`src/rtl/shared_mem_pkg.sv`:
```
// Shared constants, FSM state type and round-robin pick helper for shared_mem_arbiter.
package shared_mem_pkg;

    localparam int unsigned N_PORTS = 4;
    localparam int unsigned DATA_W  = 8;
    localparam int unsigned ADDR_W  = 4;
    localparam int unsigned PORT_W  = $clog2(N_PORTS);

    typedef enum logic [1:0] {
        IDLE,
        BUSY,
        DONE
    } state_e;

    typedef struct packed {
        logic              valid;
        logic [PORT_W-1:0] idx;
    } pick_t;

    // First requesting port strictly after ptr, wrapping modulo N_PORTS;
    // ptr itself is considered last.
    function automatic pick_t rr_pick(input logic [N_PORTS-1:0] req,
                                      input logic [PORT_W-1:0]  ptr);
        pick_t             p;
        logic [PORT_W-1:0] cand;
        p = '0;
        for (int unsigned off = 1; off <= N_PORTS; off++) begin
            cand = PORT_W'((32'(ptr) + off) % N_PORTS);
            if (!p.valid && req[cand]) begin
                p.valid = 1'b1;
                p.idx   = cand;
            end
        end
        return p;
    endfunction

endpackage

```
`src/rtl/shared_mem_arbiter_rr_arbiter.sv`:
```
// Combinational round-robin grant selection; the rotating pointer is held by the parent.
module rr_arbiter
    import shared_mem_pkg::*;
(
    input  logic [N_PORTS-1:0] req_i,
    input  logic [PORT_W-1:0]  ptr_i,
    output logic               valid_o,
    output logic [PORT_W-1:0]  gnt_o
);

    pick_t pick;

    assign pick    = rr_pick(req_i, ptr_i);
    assign valid_o = pick.valid;
    assign gnt_o   = pick.idx;

endmodule

```
`src/rtl/shared_mem_arbiter.sv`:
```
// Round-robin serialised access to a fixed-latency shared memory array.
module shared_mem_arbiter
    import shared_mem_pkg::*;
#(
    parameter int unsigned LATENCY = 2
) (
    input  logic                      clk,
    input  logic                      rst,
    input  logic [N_PORTS-1:0]        rd,
    input  logic [N_PORTS-1:0]        wr,
    input  logic [N_PORTS*ADDR_W-1:0] addr,
    input  logic [N_PORTS*DATA_W-1:0] wdata,
    output logic [DATA_W-1:0]         rdata,
    output logic [N_PORTS-1:0]        p_rdy,
    output logic                      busy
);

    localparam int unsigned CNT_W = $clog2(LATENCY + 1);
    localparam int unsigned DEPTH = 2 ** ADDR_W;

    state_e              state_q, state_d;
    logic [CNT_W-1:0]    cnt_q;
    logic [PORT_W-1:0]   rr_ptr_q;
    logic [PORT_W-1:0]   gnt_q;
    logic                wr_q;
    logic [ADDR_W-1:0]   a_q;
    logic [DATA_W-1:0]   wd_q;
    logic [DATA_W-1:0]   rdata_q;
    logic [N_PORTS-1:0]  p_rdy_q;
    logic [DATA_W-1:0]   mem_q [DEPTH];

    logic [N_PORTS-1:0]  req;
    logic                pick_valid;
    logic [PORT_W-1:0]   pick_idx;
    logic [ADDR_W-1:0]   sel_addr;
    logic [DATA_W-1:0]   sel_wdata;
    logic                grant_en;
    logic                complete;

    // A port with both rd and wr set still counts as one request; wr wins when latched.
    assign req = rd | wr;

    rr_arbiter u_rr (
        .req_i   (req),
        .ptr_i   (rr_ptr_q),
        .valid_o (pick_valid),
        .gnt_o   (pick_idx)
    );

    // Mux out the granted port's address and write data.
    always_comb begin
        sel_addr  = '0;
        sel_wdata = '0;
        for (int unsigned i = 0; i < N_PORTS; i++) begin
            if (PORT_W'(i) == pick_idx) begin
                sel_addr  = addr[i*ADDR_W +: ADDR_W];
                sel_wdata = wdata[i*DATA_W +: DATA_W];
            end
        end
    end

    // FSM state register.
    always_ff @(posedge clk or posedge rst) begin
        if (rst) begin
            state_q <= IDLE;
        end else begin
            state_q <= state_d;
        end
    end

    // FSM next-state logic; DONE always returns to IDLE so no re-grant happens in the strobe cycle.
    always_comb begin
        state_d = state_q;
        unique case (state_q)
            IDLE: if (pick_valid) state_d = BUSY;
            BUSY: if (cnt_q == '0) state_d = DONE;
            DONE: state_d = IDLE;
            default: state_d = IDLE;
        endcase
    end

    // FSM outputs and datapath strobes.
    always_comb begin
        busy     = (state_q != IDLE);
        grant_en = (state_q == IDLE) && pick_valid;
        complete = (state_q == BUSY) && (cnt_q == '0);
    end

    // Grant latch, latency counter, array access and completion strobe.
    always_ff @(posedge clk or posedge rst) begin
        if (rst) begin
            cnt_q    <= '0;
            rr_ptr_q <= PORT_W'(N_PORTS - 1);
            gnt_q    <= '0;
            wr_q     <= 1'b0;
            a_q      <= '0;
            wd_q     <= '0;
            rdata_q  <= '0;
            p_rdy_q  <= '0;
            for (int unsigned i = 0; i < DEPTH; i++) begin
                mem_q[ADDR_W'(i)] <= '0;
            end
        end else begin
            p_rdy_q <= '0;
            if (grant_en) begin
                gnt_q    <= pick_idx;
                wr_q     <= wr[pick_idx];
                a_q      <= sel_addr;
                wd_q     <= sel_wdata;
                rr_ptr_q <= pick_idx;
                cnt_q    <= CNT_W'(LATENCY - 1);
            end
            if ((state_q == BUSY) && (cnt_q != '0)) begin
                cnt_q <= cnt_q - CNT_W'(1);
            end
            if (complete) begin
                if (wr_q) begin
                    mem_q[a_q] <= wd_q;
                    rdata_q    <= wd_q;
                end else begin
                    rdata_q    <= mem_q[a_q];
                end
                p_rdy_q[gnt_q] <= 1'b1;
            end
        end
    end

    assign rdata = rdata_q;
    assign p_rdy = p_rdy_q;

endmodule

```
`config.mk`:
```
export PLATFORM = sky130hd
export DESIGN_NAME = shared_mem_arbiter
export DESIGN_NICKNAME = d
export VERILOG_FILES = /design/src/rtl/shared_mem_pkg.sv /design/src/rtl/shared_mem_arbiter_rr_arbiter.sv /design/src/rtl/shared_mem_arbiter.sv
export SDC_FILE = /design/constraint.sdc
export NUM_CORES = 1
export LEC_CHECK = 0
export CORE_UTILIZATION = 30
export DETAILED_ROUTE_END_ITERATION = 16
export PLACE_DENSITY = 0.55
export SYNTH_ARGS = -nofsm -noshare
export SYNTH_HDL_FRONTEND = slang
export SYNTH_SLANG_ARGS = --single-unit
export TNS_END_PERCENT = 100
```
`constraint.sdc`:
```
create_clock -name clk -period 6.1 [get_ports clk]
set_input_delay 1.22 -clock clk [delete_from_list [all_inputs] [get_ports clk]]
set_output_delay 1.22 -clock clk [all_outputs]
set_load 0.005 [all_outputs]
```
==> results of run 1 <==
## path summary, 6_finish.rpt
| check | end | slack (ns) | cells past startpoint |
|---|---|---|---|
| setup / recovery | wd_q[2] | 2.71 | 5 |
| hold / removal | mem_q[120] | 0.49 | 1 |
| setup reg to reg | mem_q[116] | 3.24 | 7 |
| hold reg to reg | mem_q[120] | 0.49 | 1 |
| max in group asynchronous | mem_q[102] | 3.77 | 3 |
| min in group asynchronous | mem_q[85] | 1.24 | 2 |
## through the flow
step / total power, mW / cell area [µm²] / hold WS (ns) / std cells
4_1_cts: 4.40 / 9160 / 0.494 / 939
2_1_floorplan: 2.78 / 7590 / 0.449 / 551
6_report: 4.36 / 9160 / 0.493 / 939
5_1_grt: 4.61 / 9160 / 0.510 / 939
3_5_place_dp: 3.27 / 8550 / 0.479 / 908
3_3_place_gp: 3.20 / 8550 / 0.464 / 908
## power breakdown
part	total, mW	internal, mW	switching [mW]
combinational	1.40	0.731	0.667
sequential	1.85	1.43	0.415
clock	1.11	0.693	0.418
total	4.36	2.86	1.50
## placed cells by master, fill, tap and decap left out, types with 4 or more instances in the layout
cell	instances
a22oi_1	28
o221ai_1	14
mux2_2	126
a21oi_1	26
nor2_2	9
nand2_1	19
clkbuf_16	17
dfrtp_1	158
nand2b_1	5
mux2i_1	12
bufinv_16	4
nor2_1	26
mux4_2	32
buf_4	4
clkdlybuf4s50_1	70
## cell type report
class | count | area share
sequential | 161 | 0.440
multi-input combinational | 345 | 0.367
timing repair buffer | 74 | 0.0798
clock buffer | 21 | 0.0492
tap | 324 | 0.0443
clock inverter | 10 | 0.0175
inverter | 4 | 0.00219
## kinds of logic after synthesis
| group | count (synthesis) |
|---|---|
| and+or+nand+nor | 85 |
| adders and majority gates | 2 |
| buffers and inverters | 45 |
| AOI/OAI and AO/OA | 86 |
| DFF | 161 |
| muxes | 172 |
## cell usage after synthesis (2+ instances only)
cell type / instances / area [µm²]
dfrtp_1: 159 / 3980
and3b_1: 2 / 17.5
o22ai_1: 2 / 12.5
nand2b_1: 5 / 31.3
nand4b_1: 2 / 17.5
a22oi_1: 28 / 210
a21oi_1: 26 / 130
nor2_1: 26 / 97.6
buf_4: 2 / 15.0
mux2_2: 126 / 1420
o221ai_1: 14 / 123
dfstp_2: 2 / 52.6
mux2i_1: 12 / 120
a31oi_1: 2 / 12.5
nand2_1: 19 / 71.3
o211ai_1: 2 / 15.0
o21ai_0: 2 / 10.0
buf_1: 2 / 7.51
or3_1: 3 / 18.8
or2_2: 3 / 18.8
inv_1: 4 / 15.0
nor2_2: 9 / 56.3
buf_2: 17 / 85.1
clkbuf_1: 19 / 71.3
a21o_1: 2 / 15.0
mux2_1: 2 / 22.5
nand3_1: 3 / 15.0
mux4_2: 32 / 721
nor2b_1: 3 / 18.8
## per-layer routing
layer / global-route usage / vias up
met5: 0 / -
met4: 0.0583 / 0
met3: 0.0339 / 31
met2: 0.265 / 145
met1: 0.189 / 2571
li1: - / 2158
## worst register-to-register path, cell delays in order (launching register included)
cell and delay, ns:
dfrtp_1 0.37, inv_1 0.07, ha_1 0.15, and3b_1 0.70, nand2_1 0.09, or3_1 0.44
nor2_2 0.50, mux2_2 0.41
## flip-flops by register name, summed over array words and instances, names as in the netlist
name,cells
a_q,4
cnt_q,2
gnt_q,2
mem_q,128
p_rdy,4
rdata,8
rr_ptr_q,2
state_q,2
wd_q,8
wr_q,1
==> results.tsv, run 1 <==
stage	metric	value	unit
run_status	status	complete, no violations	
detailed_routing	first_pass_iters	4	
die	initial_utilization	0.309	
clock_network	worstSkewPairLatency	0.42	ns
power	irDropWorstVdd	0.000205	V
setup_path	crit_buf_inv	1	
final_layout	fillers	2388	
die	rows	57	
clock_network	cts.repair.resized	0	
die	die_h	161	µm
logic_synthesis	yosys_warnings	0	
timing	relSlewSlack	0.121	
logic_synthesis	muxShareOfSynthArea	0.301	
detailed_routing	drt-initial-drc-count	259	
detailed_routing	dr_wl_met2	9580	µm
setup_path	critPathRequiredTime	6.33	ns
global_routing	first_global_vias	5418	
die	ios	71	
detailed_routing	wirelength	18800	µm
setup_path	cp_top_family	compound AO/OA/AOI/OAI gates	
final_layout	antenna_cells	0	
timing	finalCritPeriodShare	0.555	
global_routing	grt_max_degree	64	
logic_synthesis	syn_area_per_cell	13.8	µm²
setup_path	cpMaxStageDelayCell	a31oi_1	
timing	finalCriticalPeriod	3.39	ns
logic_synthesis	synth_top_family_by_area	multiplexers	
logic_synthesis	synth_nets	610	
timing	fin_setup_tns	0	ns
setup_path	crit_chain	clkdlybuf4s50_1 -> or2_2 -> o32a_1 -> a31oi_1 -> a22oi_1	
logic_synthesis	synth_ff_type	dfrtp_1	
timing	hold_viol	0	
setup_path	worstReg2RegStart	cnt_q[0]	
clock_network	clkSlewWorstSetupHoldPaths	0.06	ns
final_layout	fin_util	0.373	
final_layout	drive_gt1_frac	0.343	
placement	dpl.hpwl	12600	µm
logic_synthesis	synth_edf_count	0	
detailed_routing	vias	4905	
clock_network	clockBufferDepth	2	
setup_path	max_stage_delay	1.03	ns
clock_network	cts_setup_buffers	0	
detailed_routing	top_layer	met4	
power	leakagePower	4.04	nW
die	fp.dieW	161	µm
setup_path	path_class	in -> reg	
global_routing	grt_pass1_wl	30000	µm
power	power_density	476	nW/µm²
logic_synthesis	async_flop_share	1.00	
logic_synthesis	synth-simple-area-share	0.0599	
final_layout	layout.nets	662	
logic_synthesis	ys_seq_area_frac	0.531	
final_layout	multi_input_area	3360	µm²
clock_network	h-tree-depth	4	
detailed_routing	antenna_left	0	
clock_network	cts_tree	yes	
min_path	hold_start	mem_q[120]	
logic_synthesis	synthAdderAreaFrac	0.00297	
global_routing	grt_remaining_overflow	0	
timing	max_freq	295	MHz
timing	finalSetupViolations	0	
die	die_area	25900	µm²
detailed_routing	met3_length	785	µm
placement	place_ws	2.35	ns
clock_network	cts_made_buffers	17	
detailed_routing	via_per_inst	5.22	
min_path	hold_path.class	reg -> reg	
detailed_routing	avgRoutedWirePerCell	20.0	µm
final_layout	regArea	4030	µm²
setup_path	worst-path-max-fanout	13	
logic_synthesis	ys_ff_latch	161	
clock_network	cts_hold_buf	0	
logic_synthesis	synthCells	551	
timing	grt_setup_unrepaired	no	
final_layout	syn2layout_area_growth	20.7	%
logic_synthesis	synth-compound-area-share	0.0788	
timing	skew	0.0108	ns
detailed_routing	wl_met1	7990	µm
logic_synthesis	yosys.area_share.xor_xnor	0	
setup_path	cp.arrival	3.62	ns
clock_network	cts-root-buf	clkbuf_16	
global_routing	antenna_found_initial	0	
clock_network	clock_sinks	161	
timing	timing.final.ws_setup	2.71	ns
placement	numPortBuffers	70	
logic_synthesis	synth_area	7590	µm²
setup_path	start_kind	input port	
placement	gp_congestion	0.854	
job	max_cap_viol_count	0	
setup_path	crit_path_end_kind	flip-flop	
setup_path	crit_path_start	wr[3]	
timing	slew_violations	0	
global_routing	track_usage	0.154	
timing	worst_pin_slew	1.31	ns
detailed_routing	drc	0	
die	core	24500	µm²
logic_synthesis	post_synth_num_cell_types	50	
Note: power is estimated with default switching activity, not from simulation.
==> run 2, diff against run 1 <==
clock period = 3.3 ns   (was 6.1 ns; I/O delays follow)
==> results.tsv, run 2 (synthesis results as in run 1) <==
stage	metric	value	unit
die	initial_utilization	0.309	
setup_path	start_kind	flip-flop	
placement	dpl.hpwl	12700	µm
setup_path	critPathRequiredTime	3.61	ns
final_layout	regMostFlops	mem_q	
final_layout	layout_common_cells	dfrtp_1, mux2_2, clkdlybuf4s50_1	
clock_network	clock_sinks	161	
final_layout	syn2layout_area_growth	21.6	%
global_routing	grt_remaining_overflow	0	
detailed_routing	wirelength	18700	µm
power	leakagePower	4.07	nW
clock_network	worstSkewPairLatency	0.43	ns
placement	gp_congestion	0.817	
global_routing	track_usage	0.154	
timing	grt_setup_unrepaired	no	
setup_path	max_stage_delay	0.95	ns
clock_network	cts_hold_buf	0	
power	power_density	880	nW/µm²
global_routing	met3_usage	0.0372	
final_layout	fillers	2376	
global_routing	first_global_vias	5291	
global_routing	antenna_found_initial	0	
die	ios	71	
die	die_area	25900	µm²
detailed_routing	vias	4861	
final_layout	drive_gt1_frac	0.352	
timing	finalCriticalPeriod	2.55	ns
global_routing	grt_util_met2	0.250	
timing	hold_viol	0	
global_routing	grt_pass1_wl	30200	µm
power	report.power.total	8.12	mW
clock_network	clockBufferDepth	2	
setup_path	crit_path_end_kind	flip-flop	
final_layout	regArea	4030	µm²
clock_network	cts_made_buffers	17	
final_layout	final_common_cell	dfrtp_1	
run_status	status	complete, no violations	
die	die_h	161	µm
timing	worst_pin_slew	1.26	ns
setup_path	worst-path-max-fanout	27	
detailed_routing	antenna_left	0	
setup_path	cpMaxStageDelayCell	dfrtp_1	
timing	skew	0.00854	ns
power	irDropWorstVdd	0.000365	V
final_layout	multi_input_area	3360	µm²
timing	finalCritPeriodShare	0.774	
die	fp.dieW	161	µm
timing	relSlewSlack	0.159	
final_layout	antenna_cells	0	
timing	slew_violations	0	
final_layout	layout.nets	666	
job	max_cap_viol_count	0	
detailed_routing	via_per_inst	5.15	
detailed_routing	first_pass_iters	6	
clock_network	cts_setup_buffers	0	
global_routing	grt_max_degree	125	
die	core	24500	µm²
setup_path	crit_buf_inv	1	
setup_path	path_class	reg -> reg	
clock_network	h-tree-depth	4	
global_routing	busiest_layer	met2	
setup_path	crit_chain	buf_12 -> nand2b_1 -> nand2b_1 -> mux2_2	
final_layout	largest_reg_flops	128	
setup_path	cp.arrival	2.86	ns
clock_network	cts_tree	yes	
clock_network	cts-root-buf	clkbuf_16	
timing	max_freq	391	MHz
setup_path	cp_top_family	flip-flops	
min_path	hold_path.class	reg -> reg	
placement	numPortBuffers	70	
detailed_routing	avgRoutedWirePerCell	19.8	µm
clock_network	cts.repair.resized	0	
detailed_routing	drt-initial-drc-count	282	
timing	finalSetupViolations	0	
clock_network	clkSlewWorstSetupHoldPaths	0.07	ns
detailed_routing	drc	0	
die	rows	57	
timing	fin_setup_tns	0	ns
global_routing	use_met1	0.204	
setup_path	crit_top_cell	nand2b_1	
## run 2: through the flow
| step | hold slack [ns] | worst slack [ns] | area, µm² | instances | util |
|---|---|---|---|---|---|
| 3_5_place_dp | 0.478 | 0.368 | 8610 | 912 | 0.351 |
| 6_report | 0.492 | 0.746 | 9230 | 944 | 0.376 |
| 4_1_cts | 0.493 | 0.672 | 9230 | 944 | 0.376 |
| 5_1_grt | 0.515 | 0.566 | 9230 | 944 | 0.376 |
| 2_1_floorplan | 0.449 | 0.599 | 7590 | 551 | - |
| 3_3_place_gp | 0.466 | 0.461 | 8610 | 912 | 0.351 |
## run 2: layout make-up
type                       count  share of cell area
clock inverter                13              0.0188
inverter                       4             0.00203
timing repair buffer          78              0.0865
clock buffer                  19              0.0480
multi-input combinational    345               0.364
sequential                   161               0.437
tap                          324              0.0439
## run 2: path summary, 6_finish.rpt
check,startpoint,end,slack [ns],cells after the start
worst max-delay path,a_q[1],mem_q[21],0.75,4
worst min-delay path,mem_q[120],mem_q[120],0.49,1
worst max register to register,a_q[1],mem_q[21],0.75,4
worst min register to register,mem_q[120],mem_q[120],0.49,1
max in group asynchronous,rst,a_q[0],1.96,3
min in group asynchronous,rst,mem_q[83],0.77,3
## run 2: report_power, final
group          leakage, nW  total, mW  internal, mW  switching, mW
clock                0.297       2.06          1.23          0.832
sequential            2.14       3.47          2.65          0.823
combinational         1.63       2.59          1.41           1.18
total                 4.07       8.12          5.29           2.83
## run 2: worst reg2reg max path, stage by stage (launching register included)
cell and delay, ns:
dfrtp_1 0.95, buf_12 0.30, nand2b_1 0.31, nand2b_1 0.48, mux2_2 0.40
## run 2: routing by layer
metal	vias up	routed length [µm]	share of wire
li1	2178	-	-
met5	-	0	0
met2	121	9190	0.49
met1	2535	8400	0.45
met4	0	278	0.015
met3	27	847	0.045
==> run 3, diff against run 2 <==
PLACE_DENSITY = 0.57   (was 0.55)
clock period = 2.3 ns   (was 3.3 ns; I/O delays follow)
==> results.tsv, run 3 (synthesis results as in run 1) <==
stage	metric	value	unit
timing	relSlewSlack	0.544	
die	die_h	161	µm
global_routing	grt_remaining_overflow	0	
setup_path	path_class	reg -> reg	
final_layout	fin_util	0.393	
power	irDropWorstVdd	0.000702	V
detailed_routing	via_per_inst	5.06	
timing	fin_setup_tns	0	ns
global_routing	track_usage	0.148	
clock_network	clockBufferDepth	2	
die	core	24500	µm²
power	leakagePower	4.29	nW
final_layout	fillers	2357	
placement	dpl.hpwl	12900	µm
detailed_routing	antenna_left	0	
setup_path	r2r_cells	8	
timing	skew	0.00704	ns
placement	placedCellCount	947	
power	report.power.total	11.9	mW
die	die_area	25900	µm²
min_path	hold_path.class	in -> async	
detailed_routing	avgRoutedWirePerCell	18.2	µm
timing	slew_violations	0	
setup_path	start_kind	flip-flop	
clock_network	cts_hold_buf	0	
detailed_routing	drc	0	
run_status	status	complete, no violations	
setup_path	cp.arrival	2.44	ns
detailed_routing	wirelength	17800	µm
setup_path	worst-path-max-fanout	8	
final_layout	layout.nets	701	
timing	grt_setup_unrepaired	no	
final_layout	layout_common_cells	dfrtp_1, mux2_2, clkdlybuf4s50_1	
timing	worst_pin_slew	0.684	ns
final_layout	regMostFlops	mem_q	
global_routing	first_global_vias	5478	
clock_network	clkSlewWorstSetupHoldPaths	0.06	ns
final_layout	syn2layout_area_growth	27.2	%
die	initial_utilization	0.309	
final_layout	finalNonFillerCells	979	
timing	hold_viol	0	
timing	finalCriticalPeriod	2.15	ns
detailed_routing	vias	4949	
final_layout	largest_reg_flops	128	
final_layout	drive_gt1_frac	0.388	
global_routing	grt_pass1_wl	29800	µm
placement	gp_congestion	0.815	
final_layout	antenna_cells	0	
timing	finalCritPeriodShare	0.933	
power	power_density	1230	nW/µm²
clock_network	worstSkewPairLatency	0.42	ns
timing	finalSetupViolations	0	
clock_network	cts-root-buf	clkbuf_16	
clock_network	cts_tree	yes	
die	fp.dieW	161	µm
setup_path	crit_path_end_kind	flip-flop	
placement	numPortBuffers	70	
clock_network	cts_made_buffers	17	
final_layout	final_common_cell	dfrtp_1	
global_routing	antenna_found_initial	0	
clock_network	h-tree-depth	4	
job	max_cap_viol_count	0	
detailed_routing	drt-initial-drc-count	257	
die	rows	57	
timing	max_freq	466	MHz
detailed_routing	first_pass_iters	4	
die	ios	71	
clock_network	clock_sinks	161	
timing	hold_slack	0.373	ns
global_routing	grt_max_degree	42	
setup_path	critPathRequiredTime	2.60	ns
[run 3: cell type report]
class / count / area (µm²) / area share
clock inverters: 11 / 176 / 0.0183
clock buffers: 21 / 470 / 0.0487
repair buffers: 113 / 1190 / 0.123
flip-flops and latches: 161 / 4030 / 0.418
well taps: 324 / 405 / 0.0420
multi-input cells: 345 / 3360 / 0.348
inverters: 4 / 18.8 / 0.00194
[run 3: routing by layer]
layer	global-route usage	vias up	part of all wire
li1	-	2242	-
met1	0.191	2577	0.44
met2	0.248	107	0.50
met3	0.0277	23	0.031
met4	0.0562	0	0.021
met5	0	-	0
[run 3: repair_timing]
action | CTS | global route
resized for setup | 0 | 1
setup endpoints to repair | 0 | 14
buffers inserted | 0 | 0
endpoints found under the hold margin | 0 | 0
[run 3: through the flow]
stage / area, µm² / setup WS (ns)
final: 9650 / 0.154
after CTS: 9650 / 0.0778
after global placement: 9000 / -0.103
after detailed placement: 9000 / -0.183
after floorplan: 7590 / -0.201
after global routing: 9650 / 0.0517
[run 3: final timing paths]
path / slack [ns] / from / end
setup / recovery: 0.15 / cnt_q[0] / mem_q[114]
hold / removal: 0.37 / rst / mem_q[30]
setup reg to reg: 0.15 / cnt_q[0] / mem_q[114]
hold reg to reg: 0.48 / mem_q[120] / mem_q[120]
max in group asynchronous: 1.27 / rst / mem_q[41]
min in group clk: 0.48 / mem_q[120] / mem_q[120]
[run 3: report_power, final]
part,total (mW),leakage [nW],switching [mW],internal [mW]
registers,4.76,2.14,0.957,3.81
clock network,3.05,0.303,1.13,1.91
logic,4.11,1.85,1.89,2.22
total,11.9,4.29,3.98,7.94
[run 3: worst max-delay path, cell delays in order, from the launching register on]
cell     delay, ns
dfrtp_1       0.38
inv_1         0.08
ha_1          0.15
and3b_1       0.27
nand2_1       0.08
or3_4         0.39
nor2_2        0.18
buf_12        0.15
mux2_2        0.33
